[src/rtl/mem_stage_pkg.sv]
`default_nettype none
// ============================================================================
// Module   : mem_stage_pkg
// Purpose  : Shared types and constants for the memory-access stage.
//            - state_t : access FSM encoding (IDLE / BUSY / DONE)
//            - BE_WORD : byte-enable pattern for full-word accesses
//            - BYTE_W  : width of one byte lane
// Revision : 1.0 - initial release
// ============================================================================
package mem_stage_pkg;

  typedef enum logic [1:0] {
    ST_IDLE = 2'd0,
    ST_BUSY = 2'd1,
    ST_DONE = 2'd2
  } state_t;

  localparam logic [3:0] BE_WORD = 4'b1111;
  localparam int         BYTE_W  = 8;

endpackage
`default_nettype wire

[src/rtl/mem_lane_sel.sv]
`default_nettype none
// ============================================================================
// Module   : mem_lane_sel
// Purpose  : Little-endian byte-lane steering for the memory stage (purely
//            combinational).
// Ports    : i_lane       - byte offset within the word (address[1:0])
//            i_byte_load  - load returns a single zero-extended byte
//            i_byte_store - store writes a single byte
//            i_store_data - register data to be stored
//            i_load_raw   - raw word returned by the memory
//            o_be         - byte enables for the request
//            o_wdata      - write data (byte replicated on all lanes)
//            o_load_data  - formatted load result
// Revision : 1.0 - initial release
// ============================================================================
module mem_lane_sel
  import mem_stage_pkg::*;
(
  input  logic [1:0]  i_lane,
  input  logic        i_byte_load,
  input  logic        i_byte_store,
  input  logic [31:0] i_store_data,
  input  logic [31:0] i_load_raw,
  output logic [3:0]  o_be,
  output logic [31:0] o_wdata,
  output logic [31:0] o_load_data
);

  logic [BYTE_W-1:0] w_byte;

  always_comb begin
    o_be    = i_byte_store ? (4'b0001 << i_lane) : BE_WORD;
    // Replicating the byte lets the memory pick it up from whichever lane
    // the byte enable selects.
    o_wdata = i_byte_store ? {4{i_store_data[BYTE_W-1:0]}} : i_store_data;

    case (i_lane)
      2'd0:    w_byte = i_load_raw[0*BYTE_W +: BYTE_W];
      2'd1:    w_byte = i_load_raw[1*BYTE_W +: BYTE_W];
      2'd2:    w_byte = i_load_raw[2*BYTE_W +: BYTE_W];
      default: w_byte = i_load_raw[3*BYTE_W +: BYTE_W];
    endcase

    o_load_data = i_byte_load ? {{(32-BYTE_W){1'b0}}, w_byte} : i_load_raw;
  end

endmodule
`default_nettype wire

[src/rtl/mem_stage.sv]
`default_nettype none
// ============================================================================
// Module   : mem_stage
// Purpose  : Pipeline MEM stage. Converts EX/MEM load/store control into a
//            req/ack transaction with a multi-cycle data memory, stalls the
//            upstream pipeline while the access is outstanding and formats
//            load data for the MEM/WB register.
// Ports    : clk, reset (async, active-high)
//            write, mem_read, word_we, byte_we, byte_load, aluOut, rtData
//                                           - EX/MEM control and operands
//            dmem_rdata, dmem_ack           - memory response
//            dmem_req/we/be/addr/wdata      - registered memory request
//            mem_data, wb_write             - to MEM/WB register
//            mem_stall                      - freeze PC .. EX/MEM
//            bus_err                        - sticky access-timeout flag
// Revision : 1.0 - initial release
// ============================================================================
module mem_stage
  import mem_stage_pkg::*;
#(
  parameter int TIMEOUT = 16
) (
  input  logic        clk,
  input  logic        reset,
  input  logic        write,
  input  logic        mem_read,
  input  logic        word_we,
  input  logic        byte_we,
  input  logic        byte_load,
  input  logic [31:0] aluOut,
  input  logic [31:0] rtData,
  input  logic [31:0] dmem_rdata,
  input  logic        dmem_ack,
  output logic        dmem_req,
  output logic        dmem_we,
  output logic [3:0]  dmem_be,
  output logic [31:0] dmem_addr,
  output logic [31:0] dmem_wdata,
  output logic [31:0] mem_data,
  output logic        wb_write,
  output logic        mem_stall,
  output logic        bus_err
);

  localparam int               CNT_W    = $clog2(TIMEOUT);
  localparam logic [CNT_W-1:0] CNT_LAST = CNT_W'(TIMEOUT - 1);

  state_t            r_state;
  state_t            w_next_state;
  logic [CNT_W-1:0]  r_cnt;
  logic              r_req;
  logic              r_we;
  logic [3:0]        r_be;
  logic [31:0]       r_addr;
  logic [31:0]       r_wdata;
  logic [31:0]       r_mem_data;
  logic              r_bus_err;

  logic              w_access;
  logic              w_store;
  logic              w_byte_store;
  logic              w_timeout;
  logic [3:0]        w_be;
  logic [31:0]       w_wdata;
  logic [31:0]       w_load_data;

  always_comb begin
    w_access     = mem_read | word_we | byte_we;
    // A store wins over a simultaneous mem_read; a word store wins over a
    // simultaneous byte store.
    w_store      = word_we | byte_we;
    w_byte_store = byte_we & ~word_we;
    w_timeout    = (r_cnt == CNT_LAST);
  end

  mem_lane_sel u_lane_sel (
    .i_lane       (aluOut[1:0]),
    .i_byte_load  (byte_load),
    .i_byte_store (w_byte_store),
    .i_store_data (rtData),
    .i_load_raw   (dmem_rdata),
    .o_be         (w_be),
    .o_wdata      (w_wdata),
    .o_load_data  (w_load_data)
  );

  // ---------------------------------------------------------------- FSM
  always_ff @(posedge clk or posedge reset) begin
    if (reset) begin
      r_state <= ST_IDLE;
    end else begin
      r_state <= w_next_state;
    end
  end

  always_comb begin
    w_next_state = r_state;
    case (r_state)
      ST_IDLE: if (w_access) w_next_state = ST_BUSY;
      ST_BUSY: if (dmem_ack || w_timeout) w_next_state = ST_DONE;
      // DONE lasts one cycle so that the EX/MEM entry still presented while
      // the stall releases is not issued a second time.
      ST_DONE: w_next_state = ST_IDLE;
      default: w_next_state = ST_IDLE;
    endcase
  end

  // ------------------------------------------------- request / response
  always_ff @(posedge clk or posedge reset) begin
    if (reset) begin
      r_cnt      <= '0;
      r_req      <= 1'b0;
      r_we       <= 1'b0;
      r_be       <= 4'b0000;
      r_addr     <= 32'd0;
      r_wdata    <= 32'd0;
      r_mem_data <= 32'd0;
      r_bus_err  <= 1'b0;
    end else begin
      case (r_state)
        ST_IDLE: begin
          if (w_access) begin
            r_req   <= 1'b1;
            r_we    <= w_store;
            r_be    <= w_store ? w_be : BE_WORD;
            r_addr  <= {aluOut[31:2], 2'b00};
            r_wdata <= w_wdata;
            r_cnt   <= '0;
          end
        end
        ST_BUSY: begin
          if (dmem_ack) begin
            r_req <= 1'b0;
            if (!r_we) r_mem_data <= w_load_data;
          end else if (w_timeout) begin
            r_req     <= 1'b0;
            r_bus_err <= 1'b1;
            if (!r_we) r_mem_data <= 32'd0;
          end else begin
            r_cnt <= r_cnt + CNT_W'(1);
          end
        end
        default: ;
      endcase
    end
  end

  always_comb begin
    dmem_req   = r_req;
    dmem_we    = r_we;
    dmem_be    = r_be;
    dmem_addr  = r_addr;
    dmem_wdata = r_wdata;
    mem_data   = r_mem_data;
    bus_err    = r_bus_err;
    mem_stall  = w_access & (r_state != ST_DONE);
    wb_write   = write & ~mem_stall;
  end

endmodule
`default_nettype wire
[config.mk]
export PLATFORM = sky130hd
export DESIGN_NAME = mem_stage
export DESIGN_NICKNAME = d
export VERILOG_FILES = /design/src/rtl/mem_stage_pkg.sv /design/src/rtl/mem_lane_sel.sv /design/src/rtl/mem_stage.sv
export SDC_FILE = /design/constraint.sdc
export NUM_CORES = 1
export LEC_CHECK = 0
export ABC_AREA = 0
export BUFFER_PORTS_ARGS = -buffer_cell sky130_fd_sc_hd__buf_4
export CAP_MARGIN = 20
export CORE_MARGIN = 4
export CORE_UTILIZATION = 43
export DETAILED_ROUTE_END_ITERATION = 7
export PLACE_DENSITY_LB_ADDON = 0.05
export SLEW_MARGIN = 20
export SYNTH_ARGS = -nofsm -noshare
export SYNTH_HDL_FRONTEND = slang
export SYNTH_SLANG_ARGS = --single-unit
[constraint.sdc]
create_clock -name clk -period 2.9 [get_ports clk]
set_input_delay 0.29 -clock clk [delete_from_list [all_inputs] [get_ports clk]]
set_output_delay 0.29 -clock clk [all_outputs]
set_load 0.02 [all_outputs]
==> results.txt <==
Status: finished, final reports clean
Vias per cell: 5.10
Worst setup path class: flip-flop to flip-flop
Clock Sink Count: 107
IO Port Bufs: 206
Max Freq: 492 MHz
Synth Cell Area: 4650 µm²
Pleak: 0.00324 µW
Top post-synthesis cells by count: dfrtp_1, mux2_2, inv_1
Synth Instances: 348
PostCTS Resize Cnt: 0
Hold_ws: 0.0561 ns
Worst Setup Start Kind: flip-flop
Syn avg cell area: 13.4 µm²
Worst endpoint data arrival time: 2.29 ns
Relative slew margins: 40.2%
Iter 0 DRT Violations: 158
Final setup violation count: 0
Vias in the first global route: 3749
TritonCTS buffer count: 9
Max cap viols: 0
Die X: 112 µm
Reg2Reg Setup Slack: 0.87 ns
CP max FO: 41
Final ANT Viol Nets: 0
Post-DP HPWL: 8.94 mm
Die Y: 112 µm
Hold Path Class: primary input to asynchronous set/reset pin
Largest net degree at the start of global routing: 55
Setup TNS: 0 ns
Global route total overflow: 0
Max clock buf depth: 2
Initial Util: 44.7%
Cell area after placement: 6290 µm²
Final Hold Fails: 0
Slew Limit Fails: 0
Nature of the critical path endpoint: flip-flop
Unrepaired setup endpoints after global routing: no
Clk_lat worst skew: 0.36 ns
Crit share post-route: 70.1%
Die area: 12600 µm²
I/O Pins: 209
Most frequent cell after synthesis: dfrtp_1
FFs w/ async S/R, synth: 100%
GRT Total Usage: 19.4%
H-tree levels: 3
Share of cells above drive strength 1: 52.1%
Reg2reg path depth: 4
Top cells by area, synth: dfrtp_1, mux2_2, mux2i_1
Yosys warnings: 0
DRC viols: 0
Vias: 3515
Area delta synth->final: 40.0%
Wire length per cell: 17.5 µm
Final GP Congestion: 0.825
Dominant synthesized flop cell: dfrtp_1
Placed cells: 673
Post-CTS Setup Repair Bufs: 0
Sequential fraction of the synthesis area: 57.5%
Row cnt: 37
Critical R2R Capture: dmem_addr[15]$_DFFE_PP0P_
Final nets: 653
Finished Layout Cells: 689
Clk_skew: 0.0118 ns
Core area: 10400 µm²
Synth cell types: 37
Tightest Pin Transition: 0.897 ns
Number of hold buffers added after cts: 0
Final min period: 2.03 ns
Initial antenna violation count: 0
R2R Path Start: r_state[1]$_DFFE_PP0P_
Design area: 6520 µm²
Pwr dens: 1090 nW/µm²
Number of flops mapped to enable cells by yosys: 0
Synth area leader: dfrtp_1
Detailed Route WL: 12.0 mm
First-pass GRT wire length: 19.6 mm
WP data required: 3.15 ns
Clock-pin slew on the worst setup and hold paths: 0.10 ns
Ant. Diodes: 0
Max VDD drop: 0.551 mV
Post-synth top area share: 57.5%
CTS tree: done
Yosys reg bits: 107
Clock Tree Root: clkbuf_8
Pre-Repair DR Iteration Count: 4
==> stage by stage <==
stage	total power, µW	util [%]	setup slack [ns]
2_1_floorplan	4650	-	1.22
3_5_place_dp	6170	60.4	0.890
6_report	7120	62.6	0.867
3_3_place_gp	6090	60.4	0.949
5_1_grt	7540	62.6	0.779
4_1_cts	7210	62.6	0.868
==> worst max-delay path, cell delays in order, from the launching register on <==
cell and delay (ns):
dfrtp_1 0.46, or2_2 0.35, nor2_4 0.15, buf_4 0.54
mux2_2 0.40
==> final cells by class <==
cell class | instances | area, µm²
well taps | 136 | 170
flip-flops and latches | 107 | 2680
fillers | 875 | 3900
inverters | 31 | 120
clock inverters | 4 | 72.6
clock buffers | 12 | 155
repair buffers | 211 | 1600
multi-input cells | 188 | 1730
==> registers in the layout, indices dropped and copies added (netlist names) <==
register    count
dmem_be         4
dmem_wdata     32
mem_data       32
dmem_we         1
dmem_req        1
r_cnt           4
bus_err         1
dmem_addr      30
r_state         2
==> worst max-delay path by stage <==
stage	from	end	slack, ns
finish	r_state[1]$_DFFE_PP0P_	dmem_addr[15]$_DFFE_PP0P_	0.87
global route	r_state[0]$_DFFE_PP0P_	dmem_be[1]$_DFFE_PP0P_	0.78
CTS	r_state[1]$_DFFE_PP0P_	dmem_be[1]$_DFFE_PP0P_	0.87
detailed placement	r_state[1]$_DFFE_PP0P_	dmem_be[1]$_DFFE_PP0P_	0.89
global placement	r_state[0]$_DFFE_PP0P_	dmem_addr[2]$_DFFE_PP0P_	0.95
floorplan	dmem_we$_DFFE_PP0P_	mem_data[0]$_DFFE_PP0P_	1.22
==> layout by cell type (no fill, tap or decap), drive strengths merged, types with 4 or more instances in the layout <==
cell type  netlist  final
a21oi           25     25
nor2             4      4
and3b            8      8
clkbuf           8     12
a221o            8      8
buf             15    211
nor2b            5      5
mux4             8      8
nor3b            9      9
o21ai            8      8
mux2i           24     24
inv             31     30
mux2            42     42
a22o            24     24
dfrtp          107    107
==> power breakdown <==
part           total (µW)  leakage, µW  switching [µW]  internal [µW]
clock                1020     0.000113             489            533
combinational        3490      0.00183            1800           1690
sequential           2610      0.00130             414           2200
==> cell families (layout without fill, tap and decap cells) <==
family                   after synthesis  after routing  synth area share, %
AO/OA/AOI/OAI                         72             72                 11.0
AND/OR/NAND/NOR                       39             39                 6.29
buffers and inverters                 54            258                 5.59
flip-flops                           107            107                 57.5
multiplexers                          74             74                 19.2
other                                  1              2               0.0806
adder cells (fa/ha/maj)                1              1                0.269
==> layer usage <==
| layer | up-vias | global-route usage [%] | share of wire, % |
|---|---|---|---|
| met5 | - | 0 | 0 |
| met4 | 0 | 4.89 | 1.2 |
| met3 | 10 | 7.01 | 8.4 |
| met2 | 144 | 31.2 | 48 |
| met1 | 1719 | 25.4 | 42 |
| li1 | 1642 | - | - |
Power figures use the tool's default switching activity.
